$ cat src/rtl/tdm_demux4_rst_pkg.sv
// Shared constants for the 4-channel TDM receive demultiplexer.
package tdm_demux4_rst_pkg;
  localparam int WIDTH_DEF = 1;

  // Frame tracker states
  localparam logic ST_HUNT   = 1'b0;
  localparam logic ST_LOCKED = 1'b1;

  // Slot indices within a frame
  localparam logic [1:0] SLOT_A = 2'd0;
  localparam logic [1:0] SLOT_B = 2'd1;
  localparam logic [1:0] SLOT_C = 2'd2;
  localparam logic [1:0] SLOT_D = 2'd3;

  // One-hot strobe for a given slot
  function automatic logic [3:0] slot_onehot(input logic [1:0] slot);
    slot_onehot = 4'b0001 << slot;
  endfunction
endpackage

$ cat src/rtl/tdm_demux4_rst_slot_counter.sv
// 2-bit slot counter: load-to-1 on a sync beat, increment on a data beat.
module tdm_slot_counter
  import tdm_demux4_rst_pkg::*;
(
  input  logic       clk,
  input  logic       rs,
  input  logic       load,
  input  logic       inc,
  output logic [1:0] cnt,
  output logic       wrap
);
  logic [1:0] cnt_q, cnt_d;

  // Next count: load wins over increment; natural 2-bit wrap 3->0
  always_comb begin
    cnt_d = cnt_q;
    if (load)     cnt_d = SLOT_B;
    else if (inc) cnt_d = cnt_q + 2'd1;
  end

  // Counter register with synchronous reset
  always_ff @(posedge clk) begin
    if (rs) cnt_q <= SLOT_A;
    else    cnt_q <= cnt_d;
  end

  assign cnt  = cnt_q;
  assign wrap = (cnt_q == SLOT_D);
endmodule

$ cat src/rtl/tdm_demux4_rst.sv
// 4-channel TDM receive demux with sync-aligned frame tracker.
module tdm_demux4_rst
  import tdm_demux4_rst_pkg::*;
#(
  parameter int WIDTH = WIDTH_DEF
) (
  input  logic             clk,
  input  logic             rs,
  input  logic [WIDTH-1:0] i_data,
  input  logic             i_valid,
  input  logic             i_sync,
  output logic [WIDTH-1:0] o_a,
  output logic [WIDTH-1:0] o_b,
  output logic [WIDTH-1:0] o_c,
  output logic [WIDTH-1:0] o_d,
  output logic [3:0]       o_strb,
  output logic             o_frame,
  output logic             o_err,
  output logic             o_locked
);
  logic             state_q, state_d;
  logic [WIDTH-1:0] a_q, a_d, b_q, b_d, c_q, c_d, d_q, d_d;
  logic [3:0]       strb_q, strb_d;
  logic             frame_q, frame_d, err_q, err_d;
  logic             cnt_load, cnt_inc, cnt_wrap;
  logic [1:0]       cnt;

  tdm_slot_counter u_cnt (
    .clk  (clk),
    .rs   (rs),
    .load (cnt_load),
    .inc  (cnt_inc),
    .cnt  (cnt),
    .wrap (cnt_wrap)
  );

  // Frame tracker and per-beat capture decisions; pulses default low
  always_comb begin
    state_d  = state_q;
    a_d      = a_q;
    b_d      = b_q;
    c_d      = c_q;
    d_d      = d_q;
    strb_d   = 4'b0000;
    frame_d  = 1'b0;
    err_d    = 1'b0;
    cnt_load = 1'b0;
    cnt_inc  = 1'b0;
    if (i_valid) begin
      if (i_sync) begin
        // Sync always restarts the frame at slot a; off-slot sync is an error
        // only once locked (in HUNT this is simply the acquisition beat).
        a_d      = i_data;
        strb_d   = slot_onehot(SLOT_A);
        cnt_load = 1'b1;
        state_d  = ST_LOCKED;
        err_d    = (state_q == ST_LOCKED) && (cnt != SLOT_A);
      end else if (state_q == ST_LOCKED) begin
        unique case (cnt)
          SLOT_A: a_d = i_data;
          SLOT_B: b_d = i_data;
          SLOT_C: c_d = i_data;
          default: d_d = i_data;
        endcase
        strb_d  = slot_onehot(cnt);
        cnt_inc = 1'b1;
        frame_d = cnt_wrap;
      end
    end
  end

  // Output and state registers; reset discards any partial frame
  always_ff @(posedge clk) begin
    if (rs) begin
      state_q <= ST_HUNT;
      a_q     <= '0;
      b_q     <= '0;
      c_q     <= '0;
      d_q     <= '0;
      strb_q  <= 4'b0000;
      frame_q <= 1'b0;
      err_q   <= 1'b0;
    end else begin
      state_q <= state_d;
      a_q     <= a_d;
      b_q     <= b_d;
      c_q     <= c_d;
      d_q     <= d_d;
      strb_q  <= strb_d;
      frame_q <= frame_d;
      err_q   <= err_d;
    end
  end

  assign o_a      = a_q;
  assign o_b      = b_q;
  assign o_c      = c_q;
  assign o_d      = d_q;
  assign o_strb   = strb_q;
  assign o_frame  = frame_q;
  assign o_err    = err_q;
  assign o_locked = (state_q == ST_LOCKED);
endmodule

$ cat config.mk
export PLATFORM = sky130hd
export DESIGN_NAME = tdm_demux4_rst
export DESIGN_NICKNAME = d
export VERILOG_FILES = /design/src/rtl/tdm_demux4_rst_pkg.sv /design/src/rtl/tdm_demux4_rst_slot_counter.sv /design/src/rtl/tdm_demux4_rst.sv
export SDC_FILE = /design/constraint.sdc
export NUM_CORES = 1
export LEC_CHECK = 0
export BUFFER_PORTS_ARGS = -buffer_cell sky130_fd_sc_hd__buf_2
export CORE_AREA = 8 8 45 47
export CTS_CLUSTER_DIAMETER = 60
export DETAILED_ROUTE_END_ITERATION = 12
export DIE_AREA = 0 0 53 55
export PLACE_DENSITY = 0.61
export SYNTH_ARGS = -nofsm -noshare
export SYNTH_HDL_FRONTEND = slang
export SYNTH_HIERARCHICAL = 1
export SYNTH_SLANG_ARGS = --single-unit
$ cat constraint.sdc
create_clock -name clk -period 1.21 [get_ports clk]
set_input_delay 0.363 -clock clk [delete_from_list [all_inputs] [get_ports clk]]
set_output_delay 0.363 -clock clk [all_outputs]
set_load 0.1 [all_outputs]
* Word level (Yosys, flattened, before mapping) *
Cells that the tools add are included.
Widths: inputs -> output; s select.

cells by class
  add/sub/neg operators = 1
  equality and inequality tests = 3
  shifts and indexed selects = 1
  mux-type cells = 12
  bitwise operators = 4
  reduce and logical (&&, ||, !) cells = 16

operators by type and width
  kind                 number
  $mux 1               12
  $reduce_and 4->1     3
  $reduce_bool 2->1    4
  $reduce_or 3->1      2
  $eq 2x2->1 const B   2
  $not 1->1            4
  $reduce_or 2->1      2
  $reduce_or 4->1      1
  $shl 1x2->4 const A  1
  $reduce_and 3->1     1
  $add 2x1->2 const B  1
  $eq 2x1->1 const B   1
  $logic_not 2->1      1
  $reduce_and 2->1     1
  $logic_and 1x1->1    1

storage, ports and cells
  bits in registers = 13
  input bits = 5
  output and inout port bits = 11
  logic and storage cells = 48

* Depth between registers and ports, before layout *
  depth in word-level cells = 5
  mapped depth = 3
  gate-level depth less buffers = 3

* By module *
Netlist, hierarchy kept.

modules (own cells, without submodules)
  module            instances  cells an instance  area each (um^2)
  tdm_demux4_rst    1          37                 402.9
  tdm_slot_counter  1          8                  85.1

* Least setup slack after synthesis *
No wires, ideal clock.

  kind = reg-to-reg
  start point = register state_q, in the netlist o_locked
  end point = register u_cnt.cnt_q[1], in the netlist u_cnt/cnt[1]
  arrival = 1573 ps
  data required time = 1094 ps
  slack = -479 ps
  cell stages (with the launch flop) = 4
  path buffers = 0
  period minus slack after synthesis = 1689 ps
  cell sequence = dfxtp_1 > and3b_2 > mux2i_1 > nor3_1

between the ends
  cells in the longest elaborated chain, start to end = 3

RTL lines
  element                   RTL line                           source
  start: declaration        tdm_demux4_rst.sv:21               logic state_q, state_d;
  start signal: assignment  tdm_demux4_rst.sv:84               state_q <= state_d;
  $mux 1                    tdm_demux4_rst.sv:58               end else if (state_q == ST_LOCKED) begin
  $mux 1                    tdm_demux4_rst.sv:50               if (i_sync) begin
  $mux 1                    tdm_demux4_rst.sv:49               if (i_valid) begin
  net cnt_inc               tdm_demux4_rst.sv:25               logic cnt_load, cnt_inc, cnt_wrap;
  end signal: assignment    tdm_demux4_rst_slot_counter.sv:24  else cnt_q <= cnt_d;
  end: declaration          tdm_demux4_rst_slot_counter.sv:12  logic [1:0] cnt_q, cnt_d;

The timed path passes the listed nets, and every way through them passes these cells.
A chain may end at the register's enable or synchronous reset.

* Worst setup path in the final report *
  start point = register state_q, in the netlist o_locked
  end point = output o_locked

RTL lines
  element           RTL line              source
  end: declaration  tdm_demux4_rst.sv:19  output logic o_locked

No word-level cell between the ends.

==> impl_metrics.env <==
export IMPL_ys_ff_latch=13
export IMPL_post_route_drc_count=0
export IMPL_cp_max_fo=6
export IMPL_multi_input_area_um2=224
export IMPL_path_buf_inv=1
export IMPL_syn_avg_cell_area_um2=10.8
export IMPL_holdBufCountCts=0
export IMPL_post_cts_buffers=0
export IMPL_post_cts_resized=0
export IMPL_outcome="finished clean"
export IMPL_vias=395
export IMPL_start_util_pct=35.3
export IMPL_pin_count=16
export IMPL_cp_required_ns=0.85
export IMPL_syn_num_nets=51
export IMPL_final_common_cell="buf_12"
export IMPL_fin_setup_tns_ns=0
export IMPL_crit_family="flip-flops"
export IMPL_finalSetupViolCount=0
export IMPL_ys_types=20
export IMPL_core_area_um2=1380
export IMPL_gr_usage_all_layers_pct=7.85
export IMPL_min_period_ns=1.18
export IMPL_timing_fmax_mhz=847
export IMPL_grt_ovfl_total=0
export IMPL_pre_cts_ws_ns=0.0232
export IMPL_antenna_left=0
export IMPL_root_buffer="clkbuf_4"
export IMPL_drv_cap=0
export IMPL_wire_per_inst_um=12.0
export IMPL_cts_sinks=13
export IMPL_first_iter_violations=7
export IMPL_syn_cell_area_um2=488
export IMPL_period_share_pct=97.5
export IMPL_peakVddDrop_mv=0.621
export IMPL_timing_final_ws_setup_ns=0.0297
export IMPL_antenna_found_initial=0
export IMPL_grt_max_degree=8
export IMPL_path_cells="buf_12"
export IMPL_vias_per_cell=4.76
export IMPL_hpwl_um=829
export IMPL_placed_area_um2=787
export IMPL_die_w_um=53
export IMPL_yosys_warnings=6
export IMPL_area_growth_synth_to_final_pct=66.7
export IMPL_critPathSlowestCell="dfxtp_4"
export IMPL_holdWs_ns=0.418
export IMPL_cts_tree="built"
export IMPL_clkTransAtPathRegs_ns=0.08
export IMPL_worstMarginPinSlew_ns=0.270
export IMPL_fp_row_count=14
export IMPL_clock_path_buffers=2
export IMPL_clk_latency_ns=0.26
export IMPL_numCtsBuffers=3
export IMPL_final_hold_viol_count=0
export IMPL_post_route_util_pct=58.8
export IMPL_arrival_ns=0.82
export IMPL_syn_inst=45
export IMPL_max_slew_margin_pct=81.9
export IMPL_dp_cells=79
export IMPL_stdcell_count=83
export IMPL_fill_cells=117
export IMPL_start_kind="flip-flop"
export IMPL_drtPass1Iterations=2
export IMPL_seq_area_um2=277
export IMPL_nets=74
export IMPL_skew_ns=0.00117
export IMPL_antenna_cells=0
export IMPL_grt_pass1_wl_um=1660
export IMPL_die_height_um=55
export IMPL_slew_violations=0
export IMPL_hp_class="input pin to flip-flop"
export IMPL_design_area_um2=813
export IMPL_endpoint_kind="primary output"
export IMPL_port_buffers=15
export IMPL_leakagePower_nw=0.358
export IMPL_final_cell_mix="11 x buf_12, 10 x dfxtp_2, 5 x nor2_1, 5 x nand2b_1, 5 x mux2i_1"
export IMPL_cp_slowest_stage_delay_ns=0.38
export IMPL_rsz0062_at_grt="yes"
export IMPL_cts_max_level=1
export IMPL_powerDensity_nw_per_um2=1030
export IMPL_critPathKind="flip-flop to primary output"
export IMPL_dieArea_um2=2920
export IMPL_globalplace_congestion=0.742
export IMPL_yosysSeqAreaShare_pct=53.3
export IMPL_drive_gt1_share_pct=50.7
export IMPL_wl_um=997
export IMPL_grt_pass1_vias=395
export IMPL_finalPower_uw=840
cells in the mapped netlist:
cell type | instances | area (µm²)
inv_1 | 1 | 3.75
a21oi_1 | 1 | 5.00
and4bb_1 | 1 | 12.5
nand3_1 | 1 | 5.00
ha_1 | 1 | 12.5
and3_1 | 1 | 6.26
nand3b_1 | 2 | 15.0
xnor2_1 | 1 | 8.76
nor2_1 | 5 | 18.8
a31oi_1 | 1 | 6.26
nor3_1 | 1 | 5.00
mux2i_1 | 5 | 50.1
and3b_1 | 1 | 8.76
and2_4 | 1 | 8.76
and2_1 | 1 | 6.26
nor4bb_1 | 1 | 10.0
and3b_2 | 1 | 10.0
dfxtp_1 | 13 | 260
nand2_1 | 1 | 3.75
nand2b_1 | 5 | 31.3
final cells by class:
cell class	instances	share of cell area (%)
Clock buffer	4	3.23
Inverter	1	0.462
Multi-Input combinational cell	31	27.5
Sequential cell	13	34.0
Tap cell	16	2.46
Timing Repair Buffer	18	32.3
per-layer routing:
layer	up-vias	track usage, %	part of all wire (%)
li1	199	-	-
met5	-	0	0
met1	183	7.69	37
met4	0	5.17	2.3
met3	2	3.74	10
met2	11	13.1	50
path summary, 6_finish.rpt:
kind,cells past startpoint,from,slack (ns),end
worst max-delay path,1,o_locked,0.03,o_locked
worst min-delay path,3,rs,0.42,o_c
worst max register to register,3,u_cnt/cnt[0],0.17,o_a
worst min register to register,2,o_d,0.50,o_d
kinds of logic after synthesis:
family                   synth area share, %
AND/OR/NAND/NOR                         29.0
flip-flops                              53.3
multiplexers                            10.3
AO/OA/AOI/OAI                           2.31
XOR/XNOR                                1.80
buffers and inverters                  0.768
adder cells (fa/ha/maj)                 2.56
report_power, final:
part | internal (mW) | switching [mW] | total (mW)
logic | 0.0559 | 0.0799 | 0.136
registers | 0.438 | 0.0116 | 0.449
clock network | 0.127 | 0.127 | 0.255
total | 0.621 | 0.219 | 0.840
registers in the layout, summed over array words and instances, names as in the netlist:
register and flops:
o_c 1, u_cnt/cnt 2, o_strb 4, o_a 1, o_locked 1, o_b 1, o_frame 1, o_err 1
o_d 1
Note: power is estimated with default switching activity, not from simulation.
